**src/rtl/mcycle_cpu_core.sv**
```systemverilog
// mcycle_cpu_core: multi-cycle core for the 16-bit ISA (op, RA, RB, RD).
// States: IF -> FD -> EX -> RWB -> IF, with HLT ending in an absorbing HALT.
// Build option MCYCLE_CPU_MULDIV_EN includes the multiplier and divider;
// without it opcodes 5 and 6 retire as NOP and raise the sticky illegal flag.
// Fetch handshake: imem_req is held high with a stable imem_addr while in IF
// and go is high; the instruction is taken in the cycle where imem_req and
// imem_ack are both high (imem_data valid in that same cycle). An imem_ack
// with imem_req low is ignored.
module mcycle_cpu_core #(
    parameter int DW     = 8,
    parameter int AW     = 8,
    parameter int PC_MAX = 8'h14
) (
    input  logic          clk,
    input  logic          reset,
    input  logic          go,
    output logic          imem_req,
    output logic [AW-1:0] imem_addr,
    input  logic          imem_ack,
    input  logic [15:0]   imem_data,
    output logic [AW-1:0] pc_o,
    output logic [2:0]    state_o,
    output logic [3:0]    opcode_o,
    output logic [DW-1:0] wb_data,
    output logic [3:0]    flags,
    output logic          retire,
    output logic          halted,
    output logic          illegal
);
    localparam logic [2:0] S_IF   = 3'd0;
    localparam logic [2:0] S_FD   = 3'd1;
    localparam logic [2:0] S_EX   = 3'd2;
    localparam logic [2:0] S_RWB  = 3'd3;
    localparam logic [2:0] S_HALT = 3'd4;

    localparam logic [3:0] OP_ADD  = 4'h1;
    localparam logic [3:0] OP_LDI  = 4'h2;
    localparam logic [3:0] OP_SUB  = 4'h3;
    localparam logic [3:0] OP_ADI  = 4'h4;
    localparam logic [3:0] OP_DIV  = 4'h5;
    localparam logic [3:0] OP_MUL  = 4'h6;
    localparam logic [3:0] OP_DEC  = 4'h7;
    localparam logic [3:0] OP_INC  = 4'h8;
    localparam logic [3:0] OP_NOR  = 4'h9;
    localparam logic [3:0] OP_NAND = 4'hA;
    localparam logic [3:0] OP_XOR  = 4'hB;
    localparam logic [3:0] OP_NOT  = 4'hC;
    localparam logic [3:0] OP_CMPJ = 4'hD;
    localparam logic [3:0] OP_JMP  = 4'hE;
    localparam logic [3:0] OP_HLT  = 4'hF;

    localparam logic [AW-1:0] PC_LAST = AW'(PC_MAX);

    logic [2:0]    state_q, state_d;
    logic [AW-1:0] pc_q, pc_d, pc_seq;
    logic [15:0]   ir_q, ir_d;
    logic [DW-1:0] a_q, a_d, b_q, b_d, w_q, w_d;
    logic [3:0]    flags_q, flags_d;
    logic          illegal_q, illegal_d;
    logic [DW-1:0] regs_q [16];
    logic [DW-1:0] regs_d [16];

    logic [3:0] op, ra, rb, rd;
    assign op = ir_q[15:12];
    assign ra = ir_q[11:8];
    assign rb = ir_q[7:4];
    assign rd = ir_q[3:0];

    // Shared adder for every arithmetic opcode; subtraction is x + ~y + 1 so
    // the carry out reads as "no borrow".
    logic [DW-1:0] add_x, add_y, add_yy, add_res;
    logic [DW:0]   add_full;
    logic          add_sub, add_c, add_v;
    always_comb begin
        add_x   = a_q;
        add_y   = b_q;
        add_sub = 1'b0;
        case (op)
            OP_SUB: add_sub = 1'b1;
            OP_ADI: add_y = DW'(rb);
            OP_DEC: begin add_x = b_q; add_y = DW'(1); add_sub = 1'b1; end
            OP_INC: begin add_x = b_q; add_y = DW'(1); end
            default: ;
        endcase
        add_yy   = add_sub ? ~add_y : add_y;
        add_full = {1'b0, add_x} + {1'b0, add_yy} + {{DW{1'b0}}, add_sub};
        add_res  = add_full[DW-1:0];
        add_c    = add_full[DW];
        add_v    = (add_x[DW-1] == add_yy[DW-1]) && (add_res[DW-1] != add_x[DW-1]);
    end

    // EX result and its class (arith / logic / disabled-by-build).
    logic [DW-1:0] ex_res;
    logic          ex_arith, ex_logic, ex_bad, writes;
    always_comb begin
        ex_res   = w_q;
        ex_arith = 1'b0;
        ex_logic = 1'b0;
        ex_bad   = 1'b0;
        case (op)
            OP_ADD, OP_SUB, OP_ADI, OP_DEC, OP_INC: begin
                ex_res   = add_res;
                ex_arith = 1'b1;
            end
            OP_LDI:  ex_res = DW'({ra, rb});
`ifdef MCYCLE_CPU_MULDIV_EN
            OP_DIV:  begin ex_res = (b_q == '0) ? '1 : a_q / b_q; ex_logic = 1'b1; end
            OP_MUL:  begin ex_res = a_q * b_q; ex_logic = 1'b1; end
`else
            OP_DIV, OP_MUL: ex_bad = 1'b1;
`endif
            OP_NOR:  begin ex_res = ~(a_q | b_q); ex_logic = 1'b1; end
            OP_NAND: begin ex_res = ~(a_q & b_q); ex_logic = 1'b1; end
            OP_XOR:  begin ex_res = a_q ^ b_q;    ex_logic = 1'b1; end
            OP_NOT:  begin ex_res = ~b_q;         ex_logic = 1'b1; end
            default: ;
        endcase
        writes = ex_arith | ex_logic | (op == OP_LDI);
    end

    assign pc_seq   = (pc_q == PC_LAST) ? '0 : pc_q + 1'b1;
    assign imem_req = (state_q == S_IF) && go && !reset;

    // Next-state, datapath latches and register-file writeback.
    always_comb begin
        state_d   = state_q;
        pc_d      = pc_q;
        ir_d      = ir_q;
        a_d       = a_q;
        b_d       = b_q;
        w_d       = w_q;
        flags_d   = flags_q;
        illegal_d = illegal_q;
        regs_d    = regs_q;
        case (state_q)
            S_IF: begin
                if (imem_req && imem_ack) begin
                    ir_d    = imem_data;
                    state_d = S_FD;
                end
            end
            S_FD: begin
                a_d     = regs_q[ra];
                b_d     = regs_q[rb];
                state_d = S_EX;
            end
            S_EX: begin
                w_d = ex_res;
                if (ex_arith) begin
                    flags_d = {add_c, add_v, (ex_res == '0), ex_res[DW-1]};
                end else if (ex_logic) begin
                    flags_d = {2'b00, (ex_res == '0), ex_res[DW-1]};
                end
                if (ex_bad) illegal_d = 1'b1;
                state_d = S_RWB;
            end
            S_RWB: begin
                if (writes) regs_d[rd] = w_q;
                case (op)
                    OP_CMPJ: pc_d = (a_q >= b_q) ? pc_q + AW'(rd) : pc_seq;
                    OP_JMP:  pc_d = AW'({ra, rb});
                    OP_HLT:  pc_d = pc_q;
                    default: pc_d = pc_seq;
                endcase
                state_d = (op == OP_HLT) ? S_HALT : S_IF;
            end
            default: state_d = S_HALT;
        endcase
    end

    // Control and datapath flops; reset aborts any in-flight instruction.
    always_ff @(posedge clk or posedge reset) begin
        if (reset) begin
            state_q   <= S_IF;
            pc_q      <= '0;
            ir_q      <= '0;
            a_q       <= '0;
            b_q       <= '0;
            w_q       <= '0;
            flags_q   <= '0;
            illegal_q <= 1'b0;
        end else begin
            state_q   <= state_d;
            pc_q      <= pc_d;
            ir_q      <= ir_d;
            a_q       <= a_d;
            b_q       <= b_d;
            w_q       <= w_d;
            flags_q   <= flags_d;
            illegal_q <= illegal_d;
        end
    end

    // Register file.
    always_ff @(posedge clk or posedge reset) begin
        if (reset) begin
            for (int i = 0; i < 16; i++) regs_q[i] <= '0;
        end else begin
            regs_q <= regs_d;
        end
    end

    assign imem_addr = pc_q;
    assign pc_o      = pc_q;
    assign state_o   = state_q;
    assign opcode_o  = op;
    assign wb_data   = w_q;
    assign flags     = flags_q;
    assign retire    = (state_q == S_RWB);
    assign halted    = (state_q == S_HALT);
    assign illegal   = illegal_q;
endmodule
```
**config.mk**
```make
export PLATFORM = sky130hd
export DESIGN_NAME = mcycle_cpu_core
export DESIGN_NICKNAME = d
export VERILOG_FILES = /design/src/rtl/mcycle_cpu_core.sv
export SDC_FILE = /design/constraint.sdc
export NUM_CORES = 1
export LEC_CHECK = 0
export CAP_MARGIN = 20
export CORE_MARGIN = 2
export CORE_UTILIZATION = 53
export CTS_BUF_LIST = sky130_fd_sc_hd__clkbuf_4 sky130_fd_sc_hd__clkbuf_8 sky130_fd_sc_hd__clkbuf_16
export CTS_CLUSTER_SIZE = 8
export DETAILED_ROUTE_END_ITERATION = 10
export HOLD_SLACK_MARGIN = 0.1
export PLACE_DENSITY = 0.72
export SLEW_MARGIN = 20
export SYNTH_ARGS = -nofsm -noshare
export SYNTH_HDL_FRONTEND = slang
export SYNTH_SLANG_ARGS = --single-unit
```
**constraint.sdc**
```tcl
create_clock -name clk -period 16.5 [get_ports clk]
set_input_delay 2.475 -clock clk [delete_from_list [all_inputs] [get_ports clk]]
set_output_delay 2.475 -clock clk [all_outputs]
set_load 0.05 [all_outputs]
```
==> flow_metrics.tcl, run 1 <==
set metrics [dict create \
    post_cts_resized 0 \
    finalNonFillerCells 1261 \
    vias 8257 \
    period_share_pct 44.0 \
    cp_max_fo 117 \
    fill_cells 1642 \
    final_cell_area_um2 12700 \
    worst_hold_slack_ns 0.500 \
    diodes 0 \
    die_h_um 150 \
    ys_ff_latch 184 \
    fin_crit_ns 7.26 \
    postCtsHoldBufs 0 \
    cts_setup_buffers 0 \
    coreArea_um2 21000 \
    syn-num-nets 1012 \
    synth_edf_count 0 \
    hold_violations 0 \
    syn_area_um2 11400 \
    outcome "completed" \
    ios 59 \
    placed_area_um2 12100 \
    syn_area_per_cell_um2 11.9 \
    portBuffers 58 \
    drt_iter0_drc 846 \
    wl_per_cell_um 23.8 \
    rsz0062_at_grt "false" \
    leakage_nw 5.51 \
    cts_tree "done" \
    ys_async_sr_fraction_pct 100 \
    dieArea_um2 22600 \
    final_cell_mix "dfrtp_1 (182), mux2_2 (149), mux4_2 (80), nand2_1 (64), clkdlybuf4s50_1 (58)" \
    grt_pass1_wl_um 47500 \
    routed_via_density 6.55 \
    fin_worst_skew_ns 0.0145 \
    die_w_um 150 \
    ys_warn_count 0 \
    initial_core_util_pct 54.1 \
    cts_root_buffer "clkbuf_16" \
    critPathArrivalTime_ns 4.78 \
    place_ws_ns 9.23 \
    firstDrtPassIters 7 \
    maxCapViolCount 0 \
    syn_inst 953 \
    rows 53 \
    grt_max_degree 118 \
    clkLatencyLatePin_ns 0.44 \
    start_kind "input pin" \
    slew_violations 0 \
    cts_htree_levels 4 \
    worstMarginPinSlew_ns 1.06 \
    relSlewSlack_pct 29.2 \
    p_per_area_nw_per_um2 216 \
    fin_util_pct 60.6 \
    yosysSeqAreaShare_pct 40.5 \
    tns_ns 0 \
    fin_nets 1032 \
    clock-sinks 184 \
    final-setup-viol-count 0 \
    hold_class "flip-flop to flip-flop" \
    gr-total-overflow 0 \
    cts.reportedPaths.clkPinSlew_ns 0.08 \
    fin_ws_ns 9.24 \
    antenna_found_initial 1 \
    totalWireLength_um 30000 \
    ant_nets 0 \
    gp_congestion 0.957 \
    synth_flop_cell "dfrtp_1" \
    layout_commonest_cell "dfrtp_1" \
    hpwl_um 19300 \
    grt_pass1_vias 8262 \
    drc 0 \
    max_freq_mhz 138 \
    syn2layout_area_growth_pct 12.0 \
    end_kind "primary output" \
    peakVddDrop_mv 0.109 \
    crit_required_ns 14.03 \
    grtUsageTotal_pct 28.0 \
    cts_buffers 17 \
    post-place-cells 1229 \
    clockBufferDepth 2 \
    finalPower_mw 2.75 \
    synth_cell_type_count 76 \
    drive_above_1_share_pct 30.3 \
    crit_type "input pin to primary output" \
]
[kinds of logic after synthesis]
family                   after synthesis  synth area share, %
XOR/XNOR                              11                0.847
adder cells (fa/ha/maj)               39                 4.42
AO/OA/AOI/OAI                        183                 10.5
AND/OR/NAND/NOR                      193                 8.70
buffers and inverters                109                 4.00
flip-flops                           184                 40.5
multiplexers                         234                 31.0
[sequential cells by signal (all words and copies together), names as in the netlist]
register / count
wb_data: 8
state_o: 3
imem_addr: 8
b_q: 8
illegal: 1
flags: 4
a_q: 8
regs_q: 128
ir_q: 16
[path summary, 6_finish.rpt]
path / startpoint / end / slack (ns) / depth (start not counted)
max: reset / imem_req / 9.24 / 4
min: flags[2] / flags[2] / 0.50 / 2
max reg2reg: ir_q[13] / flags[1] / 12.41 / 12
min reg2reg: flags[2] / flags[2] / 0.50 / 2
max in group asynchronous: reset / regs_q[113] / 12.53 / 3
min in group asynchronous: reset / b_q[7] / 2.56 / 2
[where the power goes]
part	internal (mW)	switching (mW)
Sequential	0.617	0.226
Clock	0.220	0.207
Combinational	0.666	0.810
[critical path, stage by stage]
cell and delay (ns):
clkdlybuf4s50_1 0.49, inv_8 0.55, and4_1 0.32, clkdlybuf4s50_1 0.81
[synth_stat cells, types with 5 or more instances]
master / n / area share (%)
nand2_1: 64 / 2.1
o22ai_1: 7 / 0.39
buf_1: 9 / 0.30
clkbuf_1: 53 / 1.7
nor4_1: 5 / 0.28
dfrtp_1: 184 / 40
o21ai_0: 56 / 2.5
mux2_2: 149 / 15
nor2_1: 34 / 1.1
and3_1: 7 / 0.39
mux4_2: 80 / 16
a21o_1: 5 / 0.33
mux2i_1: 5 / 0.44
ha_1: 37 / 4.1
nor3_1: 11 / 0.48
nor3b_1: 6 / 0.40
xnor2_1: 7 / 0.54
nand2b_1: 10 / 0.55
a21oi_1: 40 / 1.8
a31oi_1: 7 / 0.39
a211oi_1: 6 / 0.40
nor2b_1: 13 / 0.72
nand3_1: 16 / 0.70
inv_1: 34 / 1.1
buf_4: 12 / 0.79
[metal layers]
layer,wire (µm),global-route usage [%],share of wire [%],up-vias
met5,8,0,0.027,-
met4,994,10.3,3.3,2
met3,2080,5.73,6.9,65
met2,14300,44.2,48,334
met1,12600,38.7,42,4203
li1,-,-,-,3653
[layout make-up]
| cell class | instances | area, µm² | area share [%] |
|---|---|---|---|
| clock buffers | 17 | 425 | 3.34 |
| clock inverters | 15 | 194 | 1.52 |
| inverters | 34 | 135 | 1.06 |
| multi-input cells | 660 | 6320 | 49.6 |
| flip-flops and latches | 184 | 4610 | 36.2 |
| well taps | 275 | 344 | 2.70 |
| repair buffers | 76 | 716 | 5.62 |
Note: power is estimated with default switching activity, not from simulation.
==> run 2, diff against run 1 <==
- clock period: 16.5 -> 6.93 ns (I/O delays scaled with it)
==> flow_metrics.tcl, run 2 (synthesized netlist as in run 1, its figures left out) <==
set metrics [dict create \
    route.met3.wl_um 1880 \
    fin_util_pct 60.3 \
    crit_end "flags[1]" \
    ios 59 \
    place_ws_ns 2.80 \
    maxCapViolCount 0 \
    firstDrtPassIters 7 \
    post-place-cells 1226 \
    worstRegToRegCells 12 \
    cts.reportedPaths.clkPinSlew_ns 0.07 \
    fin_worst_skew_ns 0.0148 \
    ant_nets 0 \
    leakage_nw 5.48 \
    initial_core_util_pct 54.1 \
    antenna_found_initial 0 \
    coreArea_um2 21000 \
    wl_per_cell_um 23.8 \
    routed_via_density 6.49 \
    fin_nets 1029 \
    rows 53 \
    clkLatencyLatePin_ns 0.44 \
    worst_hold_slack_ns 0.475 \
    crit_start "ir_q[14]" \
    finalPower_mw 6.46 \
    totalWireLength_um 29900 \
    fin_ws_ns 2.83 \
    drc 0 \
    largest_register_ffs 128 \
    crit_required_ns 7.26 \
    critPathArrivalTime_ns 4.42 \
    reg2reg_from "ir_q[14]" \
    rrSetupSlack_ns 2.83 \
    crit_path_frequent_cell "nand3_1" \
    cp_cell_sequence "or4b_4, and3_4, or4_4, o41ai_1, fa_1, nand3_1, and3_1, o21ai_0, nand3_1, a2111oi_2, o2111ai_1, o31ai_1" \
    crit_type "flip-flop to flip-flop" \
    grt_max_degree 73 \
    post_cts_resized 0 \
    grtUsageTotal_pct 27.6 \
    cts_htree_levels 4 \
    hold_violations 0 \
    gr-total-overflow 0 \
    clockBufferDepth 2 \
    top_register "regs_q" \
    syn2layout_area_growth_pct 11.5 \
    portBuffers 58 \
    clock-sinks 184 \
    final-setup-viol-count 0 \
    max_freq_mhz 244 \
    tns_ns 0 \
    period_share_pct 59.1 \
    cp_max_fo 33 \
    slew_violations 0 \
    postCtsHoldBufs 0 \
    cts_buffers 17 \
    drt_iter0_drc 778 \
    grt_pass1_wl_um 46400 \
    hpwl_um 19500 \
    peakVddDrop_mv 0.239 \
    die_h_um 150 \
    reg_top3 "regs_q (128), ir_q (16)" \
    dieArea_um2 22600 \
    cts_root_buffer "clkbuf_16" \
    wl_met2_um 14100 \
    slowest_stage "dfrtp_1" \
    wl_met1_um 13100 \
    start_kind "flip-flop" \
    relSlewSlack_pct 31.3 \
    top_layer_used "met4" \
    fin_crit_ns 4.10 \
    layout_commonest_cell "dfrtp_1" \
    final_cell_area_um2 12700 \
    cts_tree "done" \
    p_per_area_nw_per_um2 510 \
    worstMarginPinSlew_ns 1.02 \
    rsz0062_at_grt "false" \
    hold_class "flip-flop to flip-flop" \
    vias 8167 \
    end_kind "flip-flop" \
    outcome "completed" \
    placed_area_um2 12100 \
    grt_pass1_vias 8053 \
    diodes 0 \
    gp_congestion 0.897 \
    final_cell_mix "dfrtp_1 (182), mux2_2 (149), mux4_2 (80), nand2_1 (64), clkdlybuf4s50_1 (58)" \
    drive_above_1_share_pct 30.1 \
    die_w_um 150 \
    finalNonFillerCells 1258 \
    cts_setup_buffers 0 \
    max_stage_delay_ns 0.72 \
    timing.rr.end "flags[1]" \
]
==> run 2: changes by cell type in the layout (fill, tap and decap cells not counted), sizes merged <==
cell / delta
buf: -3
bufinv: -1
clkbuf: +2
clkinv: -1
clkinvlp: +2
inv: -2
==> run 2: cell type report <==
class	instances	area (µm²)
fillers	1640	8340
multi-input cells	660	6320
flip-flops and latches	184	4610
repair buffers	73	693
clock buffers	19	447
well taps	275	344
inverters	34	135
clock inverters	13	134
==> run 2: worst min-delay path by stage <==
stage / slack [ns] / end / cells past startpoint / from
finish: 0.47 / illegal / 1 / illegal
global route: 0.50 / illegal / 1 / illegal
CTS: 0.48 / illegal / 1 / illegal
detailed placement: 0.46 / illegal / 1 / illegal
global placement: 0.46 / illegal / 1 / illegal
floorplan: 0.49 / regs_q[100] / 1 / regs_q[100]
==> run 2: per-layer routing <==
metal / vias up / GRT usage (%)
li1: 3643 / -
met5: - / 0
met3: 61 / 5.42
met1: 4147 / 38.9
met2: 316 / 42.7
met4: 0 / 10.2
==> run 2: worst max-delay path: cells and delay by family, from the launching register on <==
family | cells | cell delay, ns
compound gates | 5 | 1.09
flops | 1 | 0.72
fa+ha+maj | 1 | 0.28
simple gates | 6 | 1.90
==> run 2: where the power goes <==
| group | leakage [nW] | total (mW) | switching (mW) | internal (mW) |
|---|---|---|---|---|
| registers | 2.43 | 2.06 | 0.593 | 1.47 |
| clock network | 0.279 | 0.967 | 0.475 | 0.492 |
| logic | 2.76 | 3.44 | 1.87 | 1.57 |
| total | 5.48 | 6.46 | 2.93 | 3.53 |
==> run 3, diff against run 2 <==
- PLACE_DENSITY: 0.72 -> 0.75
- clock period: 6.93 -> 3.4 ns (I/O delays scaled with it)
==> flow_metrics.tcl, run 3 (synthesized netlist as in run 1, its figures left out) <==
set metrics [dict create \
    outcome "finished with violations" \
    violations "negative setup slack" \
    portBuffers 58 \
    clkLatencyLatePin_ns 0.44 \
    drt_iter0_drc 791 \
    coreArea_um2 21000 \
    max_stage_delay_ns 0.56 \
    firstDrtPassIters 7 \
    fin_crit_ns 3.43 \
    peakVddDrop_mv 0.466 \
    clockBufferDepth 2 \
    largest_register_ffs 128 \
    relSlewSlack_pct 42.3 \
    initial_core_util_pct 54.1 \
    drive_above_1_share_pct 36.0 \
    grtUsageTotal_pct 28.2 \
    worstMarginPinSlew_ns 0.866 \
    crit_path_frequent_cell "buf_4" \
    cts_buffers 17 \
    cts_tree "done" \
    fill_cells 1572 \
    cp_cell_sequence "or4b_4, and3_4, or4_4, o41ai_4, fa_2, xor2_1, a222oi_1, buf_4, buf_4, nand2_2, a2111oi_4, o2111ai_1, o31ai_1" \
    slew_violations 0 \
    layout_commonest_cell "dfrtp_1" \
    maxCapViolCount 0 \
    fin_worst_skew_ns 0.0152 \
    ant_nets 0 \
    cts.reportedPaths.clkPinSlew_ns 0.08 \
    reg_top3 "regs_q (128), ir_q (16)" \
    hold_class "flip-flop to flip-flop" \
    syn2layout_area_growth_pct 17.5 \
    fin_util_pct 63.5 \
    cp_max_fo 2 \
    leakage_nw 5.86 \
    routed_via_density 6.45 \
    start_kind "flip-flop" \
    final-setup-viol-count 1 \
    die_h_um 150 \
    antenna_found_initial 1 \
    grt_pass1_vias 8544 \
    max_freq_mhz 291 \
    cts_root_buffer "clkbuf_16" \
    cts_htree_levels 4 \
    slowest_stage "or4_4" \
    clock-sinks 184 \
    crit_family "simple AND/OR/NAND/NOR gates" \
    fin_nets 1085 \
    vias 8470 \
    rows 53 \
    totalWireLength_um 30400 \
    fin_ws_ns -0.0310 \
    crit_type "flip-flop to flip-flop" \
    drc 0 \
    wl_per_cell_um 23.1 \
    hpwl_um 20900 \
    p_per_area_nw_per_um2 1070 \
    final_cell_mix "dfrtp_1 (182), mux2_2 (140), mux4_2 (80), buf_4 (66), nand2_1 (62)" \
    die_w_um 150 \
    grt_pass1_wl_um 48500 \
    postCtsHoldBufs 0 \
    critPathArrivalTime_ns 3.78 \
    worst_hold_slack_ns 0.493 \
    period_share_pct 101 \
    rsz0062_at_grt "true" \
    gr-total-overflow 0 \
    gp_congestion 0.932 \
    end_kind "flip-flop" \
    ios 59 \
    grt_max_degree 155 \
    place_ws_ns -0.0753 \
    top_register "regs_q" \
    hold_violations 0 \
    dieArea_um2 22600 \
    crit_required_ns 3.75 \
    critPathBufInv 2 \
]
==> run 3: cell types whose count changed in the layout (fill, tap and decap cells not counted), sizes merged <==
cell	before	now
clkinv	5	4
inv	40	39
bufinv	0	2
diode	0	1
clkbuf	19	18
clkdlybuf4s50	58	57
buf	15	72
==> run 3: area by class of cell <==
class | instances | area [µm²] | share of cell area [%]
multi-input combinational | 660 | 6490 | 48.6
clock inverter | 13 | 178 | 1.33
clock buffer | 18 | 439 | 3.29
antenna | 1 | 2.50 | 0.0187
inverter | 34 | 131 | 0.983
sequential | 184 | 4610 | 34.5
timing repair buffer | 129 | 1170 | 8.75
tap | 275 | 344 | 2.58
==> run 3: final timing paths <==
check	from	endpoint	slack, ns	cells past startpoint
min reg2reg	flags[3]	flags[3]	0.49	2
min	flags[3]	flags[3]	0.49	2
max in group asynchronous	reset	regs_q[17]	2.00	3
max reg2reg	ir_q[13]	flags[1]	-0.03	13
max	ir_q[13]	flags[1]	-0.03	13
min in group asynchronous	reset	flags[3]	0.66	3
==> run 3: through the flow <==
step                setup TNS, ns  instances  cell area [µm²]  power, mW
floorplan                  -26.25        953            11400       9.28
global placement          -0.0539       1274            12500       11.6
detailed placement        -0.0753       1274            12500       11.7
CTS                      -0.00117       1312            13300       14.1
global route               -0.172       1313            13400       15.2
finish                    -0.0310       1314            13400       14.3
==> run 3: repair_timing <==
action                                  in CTS  in global routing
buffers inserted                             7                  3
pin swaps                                    8                  9
resized for setup                            6                 23
endpoints found under the setup margin       1                  7
==> run 3: worst register-to-register path, cell delays in order (launching register included) <==
cell,delay [ns]
dfrtp_1,0.38
or4b_4,0.54
and3_4,0.19
or4_4,0.56
o41ai_4,0.08
fa_2,0.29
xor2_1,0.07
a222oi_1,0.22
buf_4,0.17
buf_4,0.10
nand2_2,0.06
a2111oi_4,0.31
o2111ai_1,0.16
o31ai_1,0.22
==> run 3: layer usage <==
layer	global-route usage (%)	vias to the layer above	wire length, µm
met3	5.64	69	2100
met2	44.2	335	14600
met5	0	-	0
met1	39.5	4313	12700
li1	-	3753	-
met4	10.0	0	993
==> run 3: power breakdown <==
group	switching, mW	internal (mW)
Sequential	0.979	3.00
Combinational	4.41	3.85
Clock	0.965	1.14
